File: src/rtl/riscv_pipe_pkg.sv
// riscv_pipe_pkg: types and constants shared by the pipeline stages.
//   XLEN           - datapath width
//   NOP_ADDI       - canonical bubble instruction (addi x0,x0,0)
//   fetch_state_e  - fetch sequencer states (HALT is only reachable when
//                    FETCH_MISALIGN_TRAP_EN is defined)
package riscv_pipe_pkg;

    localparam int XLEN = 32;
    localparam logic [XLEN-1:0] NOP_ADDI = 32'h0000_0013;

    typedef enum logic [1:0] {
        ISSUE = 2'd0,
        WAIT  = 2'd1,
        HOLD  = 2'd2,
        HALT  = 2'd3
    } fetch_state_e;

endpackage

File: src/rtl/fetch_hold_buf.sv
// fetch_hold_buf: holding buffer between instruction fetch and the F/D
// register. Stores {instr, pc, pc+4} plus a valid flag and presents a bubble
// whenever the buffer is empty.
// Ports:
//   clk, rst        - clock, asynchronous active-high reset
//   load            - capture instr_in/pc_in/pcplus4_in, set valid
//   clear           - drop valid (wins over load)
//   instr_in, pc_in, pcplus4_in - data to capture
//   instr_out, pc_out, pcplus4_out - buffer contents or bubble
//   valid_out       - buffer holds a real instruction
import riscv_pipe_pkg::*;

module fetch_hold_buf #(
    parameter logic [XLEN-1:0] BUBBLE_INSTR = NOP_ADDI
) (
    input  logic            clk,
    input  logic            rst,
    input  logic            load,
    input  logic            clear,
    input  logic [XLEN-1:0] instr_in,
    input  logic [XLEN-1:0] pc_in,
    input  logic [XLEN-1:0] pcplus4_in,
    output logic [XLEN-1:0] instr_out,
    output logic [XLEN-1:0] pc_out,
    output logic [XLEN-1:0] pcplus4_out,
    output logic            valid_out
);

    logic [XLEN-1:0] instr_q, instr_d;
    logic [XLEN-1:0] pc_q, pc_d;
    logic [XLEN-1:0] pcplus4_q, pcplus4_d;
    logic            valid_q, valid_d;

    always_comb begin
        instr_d   = instr_q;
        pc_d      = pc_q;
        pcplus4_d = pcplus4_q;
        valid_d   = valid_q;
        if (clear) begin
            valid_d = 1'b0;
        end else if (load) begin
            instr_d   = instr_in;
            pc_d      = pc_in;
            pcplus4_d = pcplus4_in;
            valid_d   = 1'b1;
        end
    end

    always_ff @(posedge clk or posedge rst) begin
        if (rst) begin
            instr_q   <= '0;
            pc_q      <= '0;
            pcplus4_q <= '0;
            valid_q   <= 1'b0;
        end else begin
            instr_q   <= instr_d;
            pc_q      <= pc_d;
            pcplus4_q <= pcplus4_d;
            valid_q   <= valid_d;
        end
    end

    // Stale contents are never shown: an empty buffer presents a bubble.
    always_comb begin
        valid_out   = valid_q;
        instr_out   = valid_q ? instr_q   : BUBBLE_INSTR;
        pc_out      = valid_q ? pc_q      : '0;
        pcplus4_out = valid_q ? pcplus4_q : '0;
    end

endmodule

File: src/rtl/fetch_unit.sv
// fetch_unit: instruction-fetch stage, producer side of the F/D register.
// Owns the PC, issues one word request at a time to instruction memory
// (variable latency), and holds the fetched instruction until decode takes it.
// Ports:
//   clk, rst            - clock, asynchronous active-high reset
//   stall_f             - decode not accepting; hold presented instruction
//   redirect, redirect_pc - PC redirect from Execute (highest priority)
//   imem_req, imem_addr - request strobe and word address
//   imem_rvalid, imem_rdata - memory response
//   InstrF, PCF, PCPlus4F, fetch_valid - presented instruction
//   fetch_misaligned    - sticky misaligned-redirect trap (only with
//                         FETCH_MISALIGN_TRAP_EN defined)
// Build option: define FETCH_MISALIGN_TRAP_EN to trap redirects whose target
// is not word aligned; the unit then halts until reset.
import riscv_pipe_pkg::*;

module fetch_unit #(
    parameter logic [XLEN-1:0] RESET_PC     = 32'h0000_0000,
    parameter logic [XLEN-1:0] BUBBLE_INSTR = NOP_ADDI
) (
    input  logic            clk,
    input  logic            rst,
    input  logic            stall_f,
    input  logic            redirect,
    input  logic [XLEN-1:0] redirect_pc,
    output logic            imem_req,
    output logic [XLEN-1:0] imem_addr,
    input  logic            imem_rvalid,
    input  logic [XLEN-1:0] imem_rdata,
    output logic [XLEN-1:0] InstrF,
    output logic [XLEN-1:0] PCF,
    output logic [XLEN-1:0] PCPlus4F,
`ifdef FETCH_MISALIGN_TRAP_EN
    output logic            fetch_misaligned,
`endif
    output logic            fetch_valid
);

    fetch_state_e    state_q, state_d;
    logic [XLEN-1:0] pc_q, pc_d;
    logic            kill_q, kill_d;
    logic [XLEN-1:0] pc_plus4;
    logic            redirect_act;
    logic            buf_load, buf_clear;

    assign pc_plus4 = pc_q + 32'd4;

`ifdef FETCH_MISALIGN_TRAP_EN
    logic misaligned_q, misaligned_d;
    // Once halted, nothing but reset is honoured, including redirects.
    assign redirect_act     = redirect && (state_q != HALT);
    assign fetch_misaligned = misaligned_q;
`else
    assign redirect_act = redirect;
`endif

    // State register
    always_ff @(posedge clk or posedge rst) begin
        if (rst) begin
            state_q <= ISSUE;
            pc_q    <= RESET_PC;
            kill_q  <= 1'b0;
        end else begin
            state_q <= state_d;
            pc_q    <= pc_d;
            kill_q  <= kill_d;
        end
    end

`ifdef FETCH_MISALIGN_TRAP_EN
    always_ff @(posedge clk or posedge rst) begin
        if (rst) misaligned_q <= 1'b0;
        else     misaligned_q <= misaligned_d;
    end
`endif

    // Next-state logic
    always_comb begin
        state_d = state_q;
        pc_d    = pc_q;
        kill_d  = kill_q;
`ifdef FETCH_MISALIGN_TRAP_EN
        misaligned_d = misaligned_q;
`endif
        case (state_q)
            ISSUE: state_d = WAIT;
            WAIT: begin
                // kill marks a response that belongs to a pre-redirect PC.
                if (imem_rvalid) begin
                    state_d = kill_q ? ISSUE : HOLD;
                    kill_d  = 1'b0;
                end
            end
            HOLD: begin
                if (!stall_f) begin
                    pc_d    = pc_plus4;
                    state_d = ISSUE;
                end
            end
            default: ;
        endcase

        if (redirect_act) begin
            pc_d = redirect_pc;
            case (state_q)
                ISSUE: begin
                    // This cycle's request is already out; its reply is stale.
                    kill_d  = 1'b1;
                    state_d = WAIT;
                end
                WAIT: begin
                    if (imem_rvalid) begin
                        kill_d  = 1'b0;
                        state_d = ISSUE;
                    end else begin
                        kill_d  = 1'b1;
                        state_d = WAIT;
                    end
                end
                default: state_d = ISSUE;
            endcase
`ifdef FETCH_MISALIGN_TRAP_EN
            if (redirect_pc[1:0] != 2'b00) begin
                state_d      = HALT;
                kill_d       = 1'b0;
                misaligned_d = 1'b1;
            end
`endif
        end
    end

    // Output logic. imem_req is gated by rst so no request is shown while
    // reset holds the sequencer in ISSUE.
    always_comb begin
        imem_req  = (state_q == ISSUE) && !rst;
        imem_addr = pc_q;
        buf_load  = (state_q == WAIT) && imem_rvalid && !kill_q && !redirect_act;
        buf_clear = redirect_act || ((state_q == HOLD) && !stall_f);
    end

    fetch_hold_buf #(
        .BUBBLE_INSTR(BUBBLE_INSTR)
    ) u_hold_buf (
        .clk         (clk),
        .rst         (rst),
        .load        (buf_load),
        .clear       (buf_clear),
        .instr_in    (imem_rdata),
        .pc_in       (pc_q),
        .pcplus4_in  (pc_plus4),
        .instr_out   (InstrF),
        .pc_out      (PCF),
        .pcplus4_out (PCPlus4F),
        .valid_out   (fetch_valid)
    );

endmodule

File: config.mk
export PLATFORM = sky130hd
export DESIGN_NAME = fetch_unit
export DESIGN_NICKNAME = d
export VERILOG_FILES = /design/src/rtl/riscv_pipe_pkg.sv /design/src/rtl/fetch_hold_buf.sv /design/src/rtl/fetch_unit.sv
export SDC_FILE = /design/constraint.sdc
export NUM_CORES = 1
export LEC_CHECK = 0
export ABC_AREA = 1
export CAP_MARGIN = 20
export CORE_MARGIN = 2
export CORE_UTILIZATION = 53
export CTS_CLUSTER_SIZE = 20
export DETAILED_ROUTE_END_ITERATION = 10
export PLACE_DENSITY = 0.84
export SETUP_SLACK_MARGIN = 0.2
export SLEW_MARGIN = 25
export SYNTH_ARGS = -nofsm -noshare
export SYNTH_HDL_FRONTEND = slang
export SYNTH_HIERARCHICAL = 1
export SYNTH_SLANG_ARGS = --single-unit
File: constraint.sdc
create_clock -name clk -period 5.63 [get_ports clk]
set_input_delay 0.563 -clock clk [delete_from_list [all_inputs] [get_ports clk]]
set_output_delay 0.563 -clock clk [all_outputs]
set_load 0.01 [all_outputs]
* Word-level counts from Yosys, hierarchy flattened
Index checks and enable logic that the tools add are counted.
Word-level totals: logic and storage cells 51, bits of input ports 69, register bits 132, output and inout port bits 130
Cells by class: multiplexer cells 20, add/sub/neg operators 1, bitwise logic cells 1, reductions and logical operators 17, eq/ne operators 5
Operators by type and width (count):
- $mux 32 | 6
- $add 32x3->32 const B | 1
- $mux 2 | 4
- $mux 1 | 7
- $ne 3x3->1 const B | 2
- $pmux 2 s3 | 1
- $logic_and 1x1->1 | 5
- $logic_not 1->1 | 4
- $pmux 1 s2 | 2
- $reduce_and 2->1 | 2
- $reduce_bool 2->1 | 2
- $reduce_bool 4->1 | 1
- $reduce_and 3->1 | 1
- $eq 2x1->1 const B | 1
- $eq 2x2->1 const B | 1
- $logic_not 2->1 | 1
- $ne 2x1->1 const B | 1
- $logic_or 1x1->1 | 1
- $not 1->1 | 1

* Logic depth before layout (Yosys ltp)
depth after elaboration 6, gate-level depth with buffers 12, gate-level depth less buffers 10

* Modules after synthesis
The synthesis kept the hierarchy.
By module, submodules not included:
- fetch_hold_buf | sequential area each 2427.3 sq um, area each 4638.2 sq um, cells an instance 620, times used 1
- fetch_unit | sequential area each 875.8 sq um, area each 2658.8 sq um, cells an instance 401, times used 1

* Worst setup path before layout
No wires, ideal clock.
kind in2reg, start in redirect, end reg u_hold_buf.pc_q[17], setup time 117 ps, required time 5513 ps, stages on the path 11, arrival time 1749 ps, buffers on the path 5, path slack 3764 ps, path through buf_4 inv_1 nand2_1 buf_2 buf_4 inv_2 nand2_4 buf_6 buf_6 nand2_1 nand2_1
On the way: longest elaborated chain between the ends 3, elaborated cells between the ends (all ways) 5, classes of those cells bitwise (1); reduce/logical (4)
RTL lines:
- start, declared | line fetch_unit.sv:24 | input logic redirect,
- $logic_or 1x1->1 | line fetch_unit.sv:138 | buf_clear = redirect_act || ((state_q == HOLD) && !stall_f);
- net buf_clear | line fetch_unit.sv:44 | logic buf_load, buf_clear;
- $not 1->1 (no line)
- $reduce_and 2->1 (no line)
- end signal, assigned | line fetch_hold_buf.sv:57 | pc_q <= pc_d;
- end, declared | line fetch_hold_buf.sv:30 | logic [XLEN-1:0] pc_q, pc_d;
The timed path passes the listed nets, and every way through them passes these cells. A chain may end at the register's enable or synchronous reset.

* Worst setup path after layout
start reg u_hold_buf.valid_q, in the netlist u_hold_buf/valid_out, end out InstrF[4]
On the way: longest elaborated chain between the ends 1
RTL lines:
- start, declared | line fetch_hold_buf.sv:32 | logic valid_q, valid_d;
- start signal, assigned | line fetch_hold_buf.sv:59 | valid_q <= valid_d;
- $mux 32 | line fetch_hold_buf.sv:66 | instr_out = valid_q ? instr_q : BUBBLE_INSTR;
- end, declared | line fetch_unit.sv:30 | output logic [XLEN-1:0] InstrF,
Every way passes these cells.

==> qor.csv <==
metric;value;unit
outcome;finished clean;
initial_core_util;0.547;
setup_slack;2.32;ns
yosysMostFrequentCell;nand2_1;
hp-start;u_hold_buf/instr_q[8];
vias;7099;
netlist_top_cells_area;dfrtp_1 45%, nand2_1 23%, nand3_1 8.6%;
synth_top_cell_area_share;0.453;
yosysTopAreaCell;dfrtp_1;
finalHoldViolations;0;
fillers;1071;
avgViaCountPerCell;5.15;
ys_types;29;
grt.overflow.total;0;
holdWs;0.466;ns
path_clk_slew;0.05;ns
wirelength;20500;µm
synthCells;1021;
grt_antenna_before_repair;0;
die_y;121;µm
synthesis.nets;1094;
route.detailed.drc;0;
syn_area;0.00730;mm²
post_cts_buffers;0;
cts_sinks;132;
worst_pin_slew;0.973;ns
stdcell_count;1379;
fmaxAchievable;0.302;GHz
antenna_cells;0;
cts_buffers;17;
cts.path.max_buffers;2;
clock_skew;0.00640;ns
finalSetupViolations;0;
min_path_type;register to register;
placed_cells;1350;
drtAntennaViolNets;0;
async_reset_ff_frac;1.00;
synth_edf_count;0;
min_to;u_hold_buf/instr_q[8];
p_per_area;349;mW/mm²
ys_seq_elements;132;
grt_max_degree;98;
slew_violations;0;
reg2reg_slack;2.94;ns
grt.total_usage;0.284;
core_area;0.0133;mm²
io-pin-count;199;
leakage;0.00542;µW
die_w;121;µm
period_share;0.588;
ir_worst_vdd;0.000223;V
tritoncts;yes;
cts-hold-fix-buffers;0;
gp_congestion;0.879;
ctsResizeCount;0;
crit-reg2reg-launch;state_q[0];
regToRegEndpoint;u_hold_buf/pcplus4_q[20];
worst-r2r-cell-count;8;
wl_per_cell;14.9;µm
min_period;3.31;ns
grt_pass1_wl;32500;µm
grt_setup_unrepaired;no;
preCtsSetupSlack;2.16;ns
slew_headroom;0.351;
crit_fanout;57;
port_buffers;198;
cts_root_buf;clkbuf_16;
ys_top_cells_by_count;446 x nand2_1, 155 x inv_1, 132 x dfrtp_1;
syn_to_final_growth;34.5;%
die_area;0.0147;mm²
drv_cap;0;
yosysSeqAreaShare;0.453;
regArea;0.00330;mm²
drive_gt1_frac;0.0565;
detailed_place_hpwl;13900;µm
yosys_warnings;6;
avgSynthCellArea;7.15;µm²
finalPower;3420;µW
dr.pass1.iters;5;
h-tree-depth;4;
drt_iter0_drc;804;
end_kind;output pin;
multi_input_area;0.00309;mm²
crit_type;register to output pin;
critical_path_arrival;2.75;ns
clock_latency;0.42;ns
num_rows;42;
required;5.07;ns
layout.nets;1266;
setup.worst_path.start_class;register;
grt_pass1_vias;6532;
synth-main-ff-cell;dfrtp_1;
hold_depth;2;
tns;0;ns
area by class of cell:
cell class,instances,share of cell area
clock inverters,4,0.00459
repair buffers,205,0.207
well taps,176,0.0224
multi-input cells,679,0.315
inverters,158,0.0607
clock buffers,25,0.0536
flip-flops and latches,132,0.337
registers in the layout (all words and copies together), names as in the netlist:
name and cells:
u_hold_buf/instr_q 32, u_hold_buf/pcplus4_q 32, kill_q 1, imem_addr 32, u_hold_buf/valid_out 1, u_hold_buf/pc_q 32
state_q 2
cells by family after synthesis:
group	Yosys count	share of synthesized area
xor gates and xnor gates	13	0.0228
DFF	132	0.453
buffers and inverters	210	0.126
adders and majority gates	4	0.00686
AOI/OAI and AO/OA	31	0.0276
and+or+nand+nor	631	0.364
critical path, stage by stage (launching register included):
cell             delay (ns)
dfrtp_2                0.79
buf_4                  0.61
inv_2                  0.13
or2_2                  0.32
clkdlybuf4s50_1        0.48
per-layer routing:
layer	GRT usage	vias up	share of wire
met1	0.379	3319	0.43
met5	0	-	0
met3	0.0592	48	0.077
met2	0.455	320	0.47
met4	0.113	0	0.028
li1	-	3412	-
power by group:
group	internal [µW]	leakage [µW]	switching, µW
Sequential	1270	0.00168	240
Combinational	369	0.00346	479
Clock	680	0.000287	380
how the worst max path moves through the flow:
stage	startpoint	end	depth (start not counted)
after floorplan	rst	u_hold_buf/instr_q[0]	1
after CTS	u_hold_buf/valid_out	InstrF[0]	4
after global placement	redirect	u_hold_buf/valid_out	7
after global routing	u_hold_buf/valid_out	InstrF[4]	4
final	u_hold_buf/valid_out	InstrF[4]	4
after detailed placement	redirect	u_hold_buf/valid_out	7
layout by cell type, fill, tap and decap left out, drive strengths merged, types with 2 or more instances in the layout:
cell and instances:
a22o 7, and2 7, buf 7, clkbuf 25
clkdlybuf4s50 198, clkinv 4, dfrtp 132, ha 4
inv 157, nand2 452, nand3 125, nor2 43
o211ai 3, o21ai 17, o221ai 2, or2 3
xor2 13
through the flow:
stage	utilization	cell area, µm²
CTS	0.735	9800
finish	0.735	9810
global route	0.735	9810
detailed placement	0.692	9230
floorplan	-	7300
global placement	0.692	9230
Power figures use the tool's default switching activity.
==> RTL change: new RTL, same settings <==
`XLEN`: 32 -> 48.
--- a/src/rtl/riscv_pipe_pkg.sv
+++ b/src/rtl/riscv_pipe_pkg.sv
@@ -6,5 +6,5 @@
 package riscv_pipe_pkg;
 
-    localparam int XLEN = 32;
+    localparam int XLEN = 48;
     localparam logic [XLEN-1:0] NOP_ADDI = 32'h0000_0013;
 
Ports: changed (6 resized); port bits go from 199 to 295. The function was not compared with the original's and may differ.
==> RTL change against the original RTL <==
- first-iteration DRC count rose by 28%
- non-clock buffer count rose by 96
- design area rose by 46%
- worst setup slack got worse by 190 ps
- sequential cell count rose by 64
- die area rose by 47%
- fmax fell by 5.4%
- total power rose by 37%
- area after synthesis rose by 48%
- wire length rose by 62%
- hold slack improved by 7.8 ps
- critical path depth did not move
- clock skew rose by 7.3 ps
- largest power group unchanged
==> RTL change: results (changes against the original RTL) <==
yosys:
  synth_commonest_cells: "nand2_1, inv_1, dfrtp_1"
  yosys_warnings: 6  # unchanged
  yosysSeqAreaShare: 0.453  # +0.000714
  synthTopCellsByArea: "dfrtp_1, nand2_1, nand3_1"
  synth.distinct_cells: 32  # +10%
  syn-num-nets: 1654  # +51%
critical_path:
  crit_arrival_ps: 2940  # +190 ps
  r2r_slack_ps: 2740  # -200 ps
  cp_max_fo: 95  # +67%
  reg2regPathDepth: 9  # +1
  r2r_start: "state_q[1]"
  slowest_delay_ps: 1060  # +270 ps
  cp_slowest_cell: "dfrtp_4"
sta:
  whs_ps: 474  # +7.83 ps
  worst_clock_skew_ps: 13.7  # +7.28 ps
  tightestPinTransition_ps: 969  # -4.48 ps
final_layout:
  layout-drive-gt1-share: 0.0432  # -0.0133
  final_area_um2: 14400  # +46%
  fillerInstances: 1697  # +58%
  fin_nets: 1897  # +50%
grt:
  grt_pass1_wl_mm: 52.5  # +62%
  track_usage: 0.306  # +0.0214
  grt_pass1_vias: 9931  # +52%
  grt_start_max_net_pins: 146  # +49%
detailed_routing:
  drt_wl_total_mm: 33.3  # +62%
  drt-vias-per-instance: 5.14  # -0.10%
  drt_iter0_drc: 1027  # +28%
  drtPass1Iterations: 7  # +2
clocking:
  clkSinkCount: 196  # +48%
  post_cts_hold_buffer_count: 0  # unchanged
  cts.clk_slew.worst_paths_ps: 70  # +20 ps
  htreeDepth: 4  # unchanged
  clockBufferDepth: 2  # unchanged
  clock_latency_ps: 440  # +20 ps
  cts_made_buffers: 17  # unchanged
  post-cts-setup-buffers: 0  # unchanged
outcome:
  outcome: "finished, final reports clean"
power_and_ir_drop:
  p_sw_frac: 0.349  # +0.0279
  vdd_drop_max_mv: 0.240  # +7.7%
  p_leak_nw: 7.83  # +44%
placed_design:
  port_buffers: 294  # +48%
  place_area_um2: 13800  # +49%
  gp_congestion: 0.977  # +11%
  hpwl_mm: 23.4  # +68%
min_path:
  min_from: "u_hold_buf/instr_q[34]"
  min_delay_worst_endpoint: "u_hold_buf/instr_q[34]"
==> RTL change: changes by cell type after synthesis, moves of 18 or more <==
cell,before,now
dfrtp_1,132,196
inv_1,155,229
nand2_1,446,663
nand3_1,125,183
nor2_1,31,62
xor2_1,6,24
==> RTL change: critical path: cells and delay by family (launching register included) <==
kind                   cells  cell delay [ps]
and+or+nand+nor            1              220
buffers and inverters      3             1190
DFF                        1             1060
==> RTL change: kinds of logic (layout without fill, tap and decap cells) <==
kind of cell    Yosys count  in the layout  share of synthesized area
simple gates            965            965                      0.374
buf+inv                 309            565                      0.119
flops                   196            196                      0.453
compound gates           47             47                     0.0257
xor+xnor                 28             28                     0.0241
fa+ha+maj                 4              4                    0.00463
==> RTL change: through the flow <==
| step | std cells | setup WS (ps) | total power, W |
|---|---|---|---|
| 2_1_floorplan | 1549 | 1170 | 0.00294 |
| 3_3_place_gp | 2043 | 2100 | 0.00342 |
| 3_5_place_dp | 2043 | 1970 | 0.00348 |
| 4_1_cts | 2075 | 2060 | 0.00471 |
| 5_1_grt | 2075 | 1950 | 0.00499 |
| 6_report | 2075 | 2130 | 0.00470 |
==> RTL change: area by class of cell <==
type                    instances  share of cell area
inverters                     232              0.0615
clock buffers                  19              0.0308
multi-input cells            1044               0.323
well taps                     270              0.0235
repair buffers                301               0.210
flip-flops and latches        196               0.342
clock inverters                13             0.00950
==> RTL change: layer usage <==
| layer | vias up | track usage | wire [µm] |
|---|---|---|---|
| li1 | 5142 | - | - |
| met4 | 0 | 0.0951 | 719 |
| met1 | 4970 | 0.429 | 14100 |
| met2 | 514 | 0.496 | 15800 |
| met3 | 45 | 0.0435 | 2650 |
| met5 | - | 0 | 0 |
==> RTL change: how the worst max path moves through the flow <==
stage | slack (ps) | endpoint
after floorplan | 1170 | u_hold_buf/instr_q[0]
after global placement | 2100 | u_hold_buf/instr_q[4]
after detailed placement | 1970 | u_hold_buf/instr_q[3]
after CTS | 2060 | PCPlus4F[26]
after global routing | 1950 | PCPlus4F[26]
final | 2130 | PCPlus4F[26]
==> RTL change: power by group through the flow <==
stage / clock (W) / combinational, W / sequential (W)
2_1_floorplan: 0 / 0.000780 / 0.00216
4_1_cts: 0.00124 / 0.00122 / 0.00224
3_3_place_gp: 0 / 0.00116 / 0.00226
3_5_place_dp: 0 / 0.00122 / 0.00226
5_1_grt: 0.00130 / 0.00137 / 0.00231
6_report: 0.00122 / 0.00122 / 0.00225
